### src/rtl/vga_timing_pkg.sv
// ============================================================================
// vga_timing_pkg -- 640x480@60 timing constants, FSM/phase enums, phase decode
// rev 1.0
// ============================================================================
`default_nettype none

package vga_timing_pkg;

    localparam int CNT_W = 10;

    localparam int VGA_H_ACTIVE = 640;
    localparam int VGA_H_FRONT  = 16;
    localparam int VGA_H_SYNC   = 96;
    localparam int VGA_H_BACK   = 48;
    localparam int VGA_V_ACTIVE = 480;
    localparam int VGA_V_FRONT  = 10;
    localparam int VGA_V_SYNC   = 2;
    localparam int VGA_V_BACK   = 33;

    localparam int VGA_H_TOTAL = VGA_H_ACTIVE + VGA_H_FRONT + VGA_H_SYNC + VGA_H_BACK;
    localparam int VGA_V_TOTAL = VGA_V_ACTIVE + VGA_V_FRONT + VGA_V_SYNC + VGA_V_BACK;

    typedef enum logic [0:0] {
        IDLE = 1'b0,
        RUN  = 1'b1
    } ctrl_state_t;

    typedef enum logic [1:0] {
        ACTIVE = 2'd0,
        FRONT  = 2'd1,
        SYNC   = 2'd2,
        BACK   = 2'd3
    } phase_t;

    // Everything past active+front+sync is back porch; the total bounds the counter.
    function automatic phase_t axis_phase(
        input logic [CNT_W-1:0] cnt,
        input logic [CNT_W-1:0] act_len,
        input logic [CNT_W-1:0] front_len,
        input logic [CNT_W-1:0] sync_len
    );
        logic [CNT_W-1:0] front_end;
        logic [CNT_W-1:0] sync_end;
        front_end = act_len + front_len;
        sync_end  = front_end + sync_len;
        if (cnt < act_len)        return ACTIVE;
        else if (cnt < front_end) return FRONT;
        else if (cnt < sync_end)  return SYNC;
        else                      return BACK;
    endfunction

endpackage

`default_nettype wire

### src/rtl/vga_axis_counter.sv
// ============================================================================
// vga_axis_counter -- one raster axis: wrapping counter, next value, phase of next
// rev 1.0
// ============================================================================
`default_nettype none

module vga_axis_counter
    import vga_timing_pkg::*;
#(
    parameter int ACTIVE_LEN = 640,
    parameter int FRONT_LEN  = 16,
    parameter int SYNC_LEN   = 96,
    parameter int BACK_LEN   = 48
) (
    input  logic             clk_i,
    input  logic             rst_n_i,
    input  logic             en_i,
    output logic [CNT_W-1:0] cnt_o,
    output logic [CNT_W-1:0] cnt_d_o,
    output logic             wrap_o,
    output logic [1:0]       phase_d_o
);

    localparam logic [CNT_W-1:0] LAST =
        CNT_W'(ACTIVE_LEN + FRONT_LEN + SYNC_LEN + BACK_LEN - 1);

    logic [CNT_W-1:0] cnt_q;
    logic [CNT_W-1:0] cnt_d;
    logic             wrap;

    assign wrap = en_i && (cnt_q == LAST);

    always_comb begin
        cnt_d = cnt_q;
        if (en_i) begin
            cnt_d = wrap ? '0 : cnt_q + CNT_W'(1);
        end
    end

    always_ff @(posedge clk_i) begin
        if (!rst_n_i) begin
            cnt_q <= '0;
        end else begin
            cnt_q <= cnt_d;
        end
    end

    // Phase follows the next value so registered syncs line up with the count.
    assign phase_d_o = axis_phase(cnt_d, CNT_W'(ACTIVE_LEN), CNT_W'(FRONT_LEN),
                                  CNT_W'(SYNC_LEN));
    assign cnt_o     = cnt_q;
    assign cnt_d_o   = cnt_d;
    assign wrap_o    = wrap;

endmodule

`default_nettype wire

### src/rtl/vga_timing_gen.sv
// ============================================================================
// vga_timing_gen -- VGA raster timing: DrawX/DrawY, blank, hs/vs, frame strobe
// Optional frame counter: define VGA_FRAME_CNT_EN.              rev 1.0
// ============================================================================
`default_nettype none

module vga_timing_gen
    import vga_timing_pkg::*;
#(
    parameter int H_ACTIVE = VGA_H_ACTIVE,
    parameter int H_FRONT  = VGA_H_FRONT,
    parameter int H_SYNC   = VGA_H_SYNC,
    parameter int H_BACK   = VGA_H_BACK,
    parameter int V_ACTIVE = VGA_V_ACTIVE,
    parameter int V_FRONT  = VGA_V_FRONT,
    parameter int V_SYNC   = VGA_V_SYNC,
    parameter int V_BACK   = VGA_V_BACK
) (
    input  logic       vga_clk,
    input  logic       reset_n,
    output logic [9:0] DrawX,
    output logic [9:0] DrawY,
    output logic       blank,
    output logic       hs,
    output logic       vs,
    output logic       frame_start,
    output logic [7:0] frame_cnt
);

    ctrl_state_t state_q;
    logic        blank_q;
    logic        hs_q;
    logic        vs_q;
    logic        frame_start_q;

    logic [CNT_W-1:0] x_d;
    logic [CNT_W-1:0] y_d;
    logic             h_en;
    logic             h_wrap;
    logic             v_wrap;
    logic [1:0]       h_phase_d;
    logic [1:0]       v_phase_d;

    assign h_en = (state_q == RUN);

    vga_axis_counter #(
        .ACTIVE_LEN (H_ACTIVE),
        .FRONT_LEN  (H_FRONT),
        .SYNC_LEN   (H_SYNC),
        .BACK_LEN   (H_BACK)
    ) u_h_axis (
        .clk_i     (vga_clk),
        .rst_n_i   (reset_n),
        .en_i      (h_en),
        .cnt_o     (DrawX),
        .cnt_d_o   (x_d),
        .wrap_o    (h_wrap),
        .phase_d_o (h_phase_d)
    );

    vga_axis_counter #(
        .ACTIVE_LEN (V_ACTIVE),
        .FRONT_LEN  (V_FRONT),
        .SYNC_LEN   (V_SYNC),
        .BACK_LEN   (V_BACK)
    ) u_v_axis (
        .clk_i     (vga_clk),
        .rst_n_i   (reset_n),
        .en_i      (h_wrap),
        .cnt_o     (DrawY),
        .cnt_d_o   (y_d),
        .wrap_o    (v_wrap),
        .phase_d_o (v_phase_d)
    );

    // In IDLE the counters are held, so the decode of (0,0) yields the first-pixel outputs.
    always_ff @(posedge vga_clk) begin
        if (!reset_n) begin
            state_q       <= IDLE;
            blank_q       <= 1'b0;
            hs_q          <= 1'b1;
            vs_q          <= 1'b1;
            frame_start_q <= 1'b0;
        end else begin
            case (state_q)
                IDLE: state_q <= RUN;
                RUN:  state_q <= RUN;
            endcase
            blank_q       <= (h_phase_d == ACTIVE) && (v_phase_d == ACTIVE);
            hs_q          <= (h_phase_d != SYNC);
            vs_q          <= (v_phase_d != SYNC);
            frame_start_q <= (x_d == '0) && (y_d == '0);
        end
    end

    assign blank       = blank_q;
    assign hs          = hs_q;
    assign vs          = vs_q;
    assign frame_start = frame_start_q;

`ifdef VGA_FRAME_CNT_EN
    logic [7:0] frame_cnt_q;

    always_ff @(posedge vga_clk) begin
        if (!reset_n) begin
            frame_cnt_q <= 8'd0;
        end else if (v_wrap) begin
            frame_cnt_q <= frame_cnt_q + 8'd1;
        end
    end

    assign frame_cnt = frame_cnt_q;
`else
    assign frame_cnt = 8'd0;
`endif

endmodule

`default_nettype wire

### config.mk
export PLATFORM = sky130hd
export DESIGN_NAME = vga_timing_gen
export DESIGN_NICKNAME = d
export VERILOG_FILES = /design/src/rtl/vga_timing_pkg.sv /design/src/rtl/vga_axis_counter.sv /design/src/rtl/vga_timing_gen.sv
export SDC_FILE = /design/constraint.sdc
export NUM_CORES = 1
export LEC_CHECK = 0
export BUFFER_PORTS_ARGS = -buffer_cell sky130_fd_sc_hd__buf_2
export CAP_MARGIN = 10
export CORE_MARGIN = 2
export CORE_UTILIZATION = 48
export DETAILED_ROUTE_END_ITERATION = 16
export PLACE_DENSITY_LB_ADDON = 0.1
export SKIP_LAST_GASP = 1
export SYNTH_ARGS = -nofsm -noshare
export SYNTH_HDL_FRONTEND = slang
export SYNTH_HIERARCHICAL = 1
export SYNTH_SLANG_ARGS = --single-unit
export TNS_END_PERCENT = 5
### constraint.sdc
create_clock -name vga_clk -period 2.58 [get_ports vga_clk]
set_clock_uncertainty 0.15 [all_clocks]
set_input_delay 0.129 -clock vga_clk [delete_from_list [all_inputs] [get_ports vga_clk]]
set_output_delay 0.129 -clock vga_clk [all_outputs]
set_load 0.005 [all_outputs]
# Word-level counts from Yosys, hierarchy flattened
# Cells that the tools add are included.
# word_totals
ff_bits	25
in_bits	2
word_cells	38
# classes
addsub	2
order_cmp	6
n_eq_ne	4
n_mux	11
n_reduce_logical	8
# op_table
cell	count
two-way mux 10 bit	4
less-than comparator 10 bit (second input constant)	3
less-than comparator 10 x 9 -> 1 bit (second input constant)	3
adder 10 x 1 -> 10 bit (second input constant)	2
equality test 10 bit (second input constant)	2
logical NOT 10 bit	2
two-way mux 2 bit	4
logical AND 1 bit	4
logical NOT 2 bit	2
!= test 2 bit (second input constant)	2
two-way mux 1 bit	3

# Logic depth before layout (Yosys ltp)
# logic_depth
depth_word	11
depth_mapped	10

# Cells and area by module
# Netlist, hierarchy kept.
# modules_own_cells
mod	n_inst	cells_each	area_per_inst_um2	seq_area_each_um2
vga_axis_counter at u_v_axis	1	84	675.6	200.2
vga_axis_counter at u_h_axis	1	65	569.3	200.2
vga_timing_gen	1	26	250.2	100.1

# Worst setup path after synthesis
# Ideal clock, no wire load.
# synth_path
path_type	reg-to-reg
start	register u_h_axis.cnt_q[0], in the netlist u_h_axis/cnt_o[0]
end	register frame_start_q, in the netlist frame_start
setup_ns	0.088
arrival_time_ns	2.496
required_ns	2.342
slack_ns	-0.154
stages_incl_launch_ff	9
n_path_buf	0
synth_period_minus_slack_ns	2.734
path_cell_list	dfxtp_1 ha_1 nand3_1 nor4_4 nand3_1 nor4_4 nor2_1 or4_4 nor4_2
# synth_between
elab_chain_len	7
# synth_lines
item	line_no	source
start: declaration	vga_axis_counter.sv:27	logic [CNT_W-1:0] cnt_q;
start signal: assignment	vga_axis_counter.sv:44	cnt_q <= cnt_d;
equality test 10 bit	vga_axis_counter.sv:31	assign wrap = en_i && (cnt_q == LAST);
logical AND 1 bit	vga_axis_counter.sv:31	
net h_wrap	vga_timing_gen.sv:39	logic h_wrap;
logical AND 1 bit	vga_axis_counter.sv:31	
net v_wrap	vga_timing_gen.sv:40	logic v_wrap;
two-way mux 10 bit	vga_axis_counter.sv:36	cnt_d = wrap ? '0 : cnt_q + CNT_W'(1);
two-way mux 10 bit	vga_axis_counter.sv:35	if (en_i) begin
net y_d[4]	vga_timing_gen.sv:37	logic [CNT_W-1:0] y_d;
logical NOT 10 bit	vga_timing_gen.sv:92	frame_start_q <= (x_d == '0) && (y_d == '0);
logical AND 1 bit	vga_timing_gen.sv:92	
end signal: assignment	vga_timing_gen.sv:92	
end: declaration	vga_timing_gen.sv:34	logic frame_start_q;
# The timed path passes the listed nets, and every way through them passes these cells.
# A chain may end at the register's enable or synchronous reset.

# Final worst setup path
# layout_path
start	register u_h_axis.cnt_q[1], in the netlist u_h_axis/cnt_o[1]
end	register frame_start_q, in the netlist frame_start
# layout_between
elab_chain_len	7
# layout_lines
item	line_no
equality test 10 bit (*)	vga_axis_counter.sv:31
logical AND 1 bit (*)	vga_axis_counter.sv:31
net h_wrap	vga_timing_gen.sv:39
logical AND 1 bit	vga_axis_counter.sv:31
two-way mux 10 bit	vga_axis_counter.sv:36
two-way mux 10 bit (*)	vga_axis_counter.sv:35
net y_d[4]	vga_timing_gen.sv:37
logical NOT 10 bit (*)	vga_timing_gen.sv:92
logical AND 1 bit (*)	vga_timing_gen.sv:92
# The timed path passes the listed nets; every way through them passes the cells marked *.

==> summary.txt <==
Placement
  • PortBufs: 25
  • GP Congestion: ~0.94
  • Post-DP HPWL: 2728 µm
  • Cell Area, Placed: roughly 1800 µm²
  • Pre-CTS setup slack: 0.05714 ns
  • Placed cells: between 200 and 300

Detailed routing
  • Initial drt markers: 77
  • Final ANT Viol Nets: 0
  • Vias: 1,419
  • Residual DRC: 0
  • DR vias/cell: 5.479
  • Drt wl/cell: about 14 µm
  • Drt pass-1 iters: 4
  • DRT Wirelength: 3669 µm

Timing
  • Minimum clock period: 2.548 ns
  • Worst Hold Margin: ~0.48 ns
  • Final TNS setup: 0 ns
  • Final Hold Fails: 0
  • Fin. max-slew vios: 0
  • Fin crit share: 0.9877
  • Setup ws final: 0.03162 ns
  • Setup violations, final: 0
  • Fmax: approximately 0.4 GHz
  • Unrepaired setup endpoints after global routing: yes

Clocking
  • Worst skew pair latency: 0.32 ns
  • CTS buffer count: 3
  • Bufs on Longest Clock Path: 2
  • Clk sink count: 25
  • H-Tree Depth: 1
  • Reg clk slew, reported paths: 0.14 ns
  • Clock root buffer: clkbuf_4
  • TritonCTS clock tree: yes

Layout
  • Post-Layout Cell Count: 259
  • Most common cell after layout, fill and taps aside: buf_2
  • Finished Cell Area: 1972 µm²
  • # diodes: 0
  • Finished Core Util: 0.6567
  • Net count, final: between 200 and 250
  • Commonest cells after routing, fill and taps aside: buf_2, buf_4, dfxtp_1
  • Share of post-route cells with drive strength above 1: 0.3496
  • Area growth, synth to finish: 31.88%

Floorplanning
  • Starting density of the core: 0.4979
  • Core ar.: 3003 µm²
  • DIE AREA: 3577 µm²
  • Row count: 20
  • Die W: 59.81 µm
  • I/O Pins: 34
  • Die H: about 60 µm

Yosys
  • Syn_area_per_cell: 8.544 µm²
  • Top cell type's share of synthesized area: 0.3347
  • Cell variety after synth: 47
  • Warnings from Yosys: 6
  • #FFs+latches synth: 25
  • Cell area after synthesis: 1495 µm²
  • Gate Count Post-Synth: between 150 and 200
  • Post-synthesis sequential area ratio: 0.3347
  • Largest cells by area after synthesis: dfxtp_1, buf_4, xor2_1
  • Cell taking the most area after synthesis: dfxtp_1

Worst setup path
  • Reg2Reg Depth: 10
  • Most Frequent Cell on Critical Path: buf_4
  • Crit Path Class: reg2reg
  • Buffers and inverters on the worst path: 2
  • Worst Setup End Kind: register
  • Crit path cell chain: ha_4 -> nand3_4 -> nor4_4 -> buf_4 -> buf_4 -> nand4_1 -> xor2_1 -> nor2_1 -> or4_4 -> nor4_2
  • Critical path arrival: 2.65 ns
  • CP max stage cell: or4_4
  • CP Max Fanout: 5
  • Crit. path cell count: 10
  • Startpoint Class: register
  • Max stage delay on crit path: 0.53 ns
  • Cell family with most CP delay: simple AND/OR/NAND/NOR gates
  • CP required: 2.68 ns

GRT
  • Overflow after GRT: 0
  • Largest net degree at the start of global routing: 18
  • Initial antenna violation count: 0
  • First-pass GRT wire length: 5761 µm
  • Number of global-route vias before repair: 1,233
  • GRT Util Overall: 0.2096

Pwr
  • VDD IR max: 0.2389 mV
  • Cell Pwr Density: slightly above 300 nW/µm²
  • Overall Power: 0.6109 mW
  • Leak pwr: 0.8407 nW

Worst hold path
  • Worst Hold Class: in2reg
  • Cells on Worst Hold Path: 2

Flow run
  • Max Cap Viol: 0

Run status
  • Status: finished, final reports clean
[timing repair]
action,CTS,global route
endpoints found under the hold margin,3,0
hold buffers,1,0
setup endpoints to repair,0,3
gates resized for setup,0,11
buffers inserted,0,3
[report_power, final]
| group | total [mW] | switching (mW) | internal [mW] |
|---|---|---|---|
| Sequential | 0.395 | 0.00368 | 0.391 |
| Combinational | 0.0418 | 0.0231 | 0.0187 |
| Clock | 0.174 | 0.114 | 0.0604 |
[kinds of logic after synthesis]
logic type                 synth area share
other                              0.002508
buffers and inverters               0.08201
and+or+nand+nor                      0.3632
muxes                              0.006695
DFF                                  0.3347
AOI/OAI and AO/OA                    0.1213
adders and majority gates           0.02511
xor gates and xnor gates            0.06444
[registers in the layout (all words and copies together), names as in the netlist]
signal,cells
blank,1
u_v_axis/cnt_o,10
u_h_axis/cnt_o,10
hs,1
h_en,1
vs,1
frame_start,1
[layout make-up]
type	count	area [µm²]
Fill cell	264	1031
Multi-Input combinational cell	135	1007
Sequential cell	25	509.2
Timing Repair Buffer	52	350.3
Tap cell	33	41.29
Inverter	10	37.54
Clock buffer	4	26.28
[path summary, 6_finish.rpt]
| check | from | to | slack (ns) |
|---|---|---|---|
| hold / removal | reset_n | h_en | 0.48 |
| setup / recovery | u_h_axis/cnt_o[1] | frame_start | 0.03 |
| setup reg to reg | u_h_axis/cnt_o[1] | frame_start | 0.03 |
| hold reg to reg | u_v_axis/cnt_o[9] | u_v_axis/cnt_o[9] | 0.49 |
[layer usage]
metal | part of all wire | GRT usage | vias up | wire length, µm
met2 | 0.46 | 0.3059 | 52 | 1679
li1 | - | - | 708 | -
met1 | 0.47 | 0.3210 | 655 | 1730
met3 | 0.061 | 0.02597 | 4 | 225
met4 | 0.0093 | 0.05714 | 0 | 34
met5 | 0 | 0 | - | 0
[synthesized netlist by cell type, drive strengths merged]
cell,count
dfxtp,25
nor2,17
and2,12
buf,12
inv,10
nand3,9
xor2,8
nand4,7
nor4,7
a21oi,5
nand2,5
nand2b,5
nor2b,5
nor3,5
o21ai,5
ha,3
nand3b,3
o31ai,3
or4,3
xnor2,3
a31oi,2
and4b,2
or3,2
a2111oi,1
a211oi,1
a21o,1
a2bb2oi,1
and3,1
conb,1
mux2i,1
nand4bb,1
o21a,1
o21ba,1
o21bai,1
o22a,1
o31a,1
o41ai,1
or2,1
or3b,1
or4b,1
No activity file was read; power rests on OpenSTA's default activity.
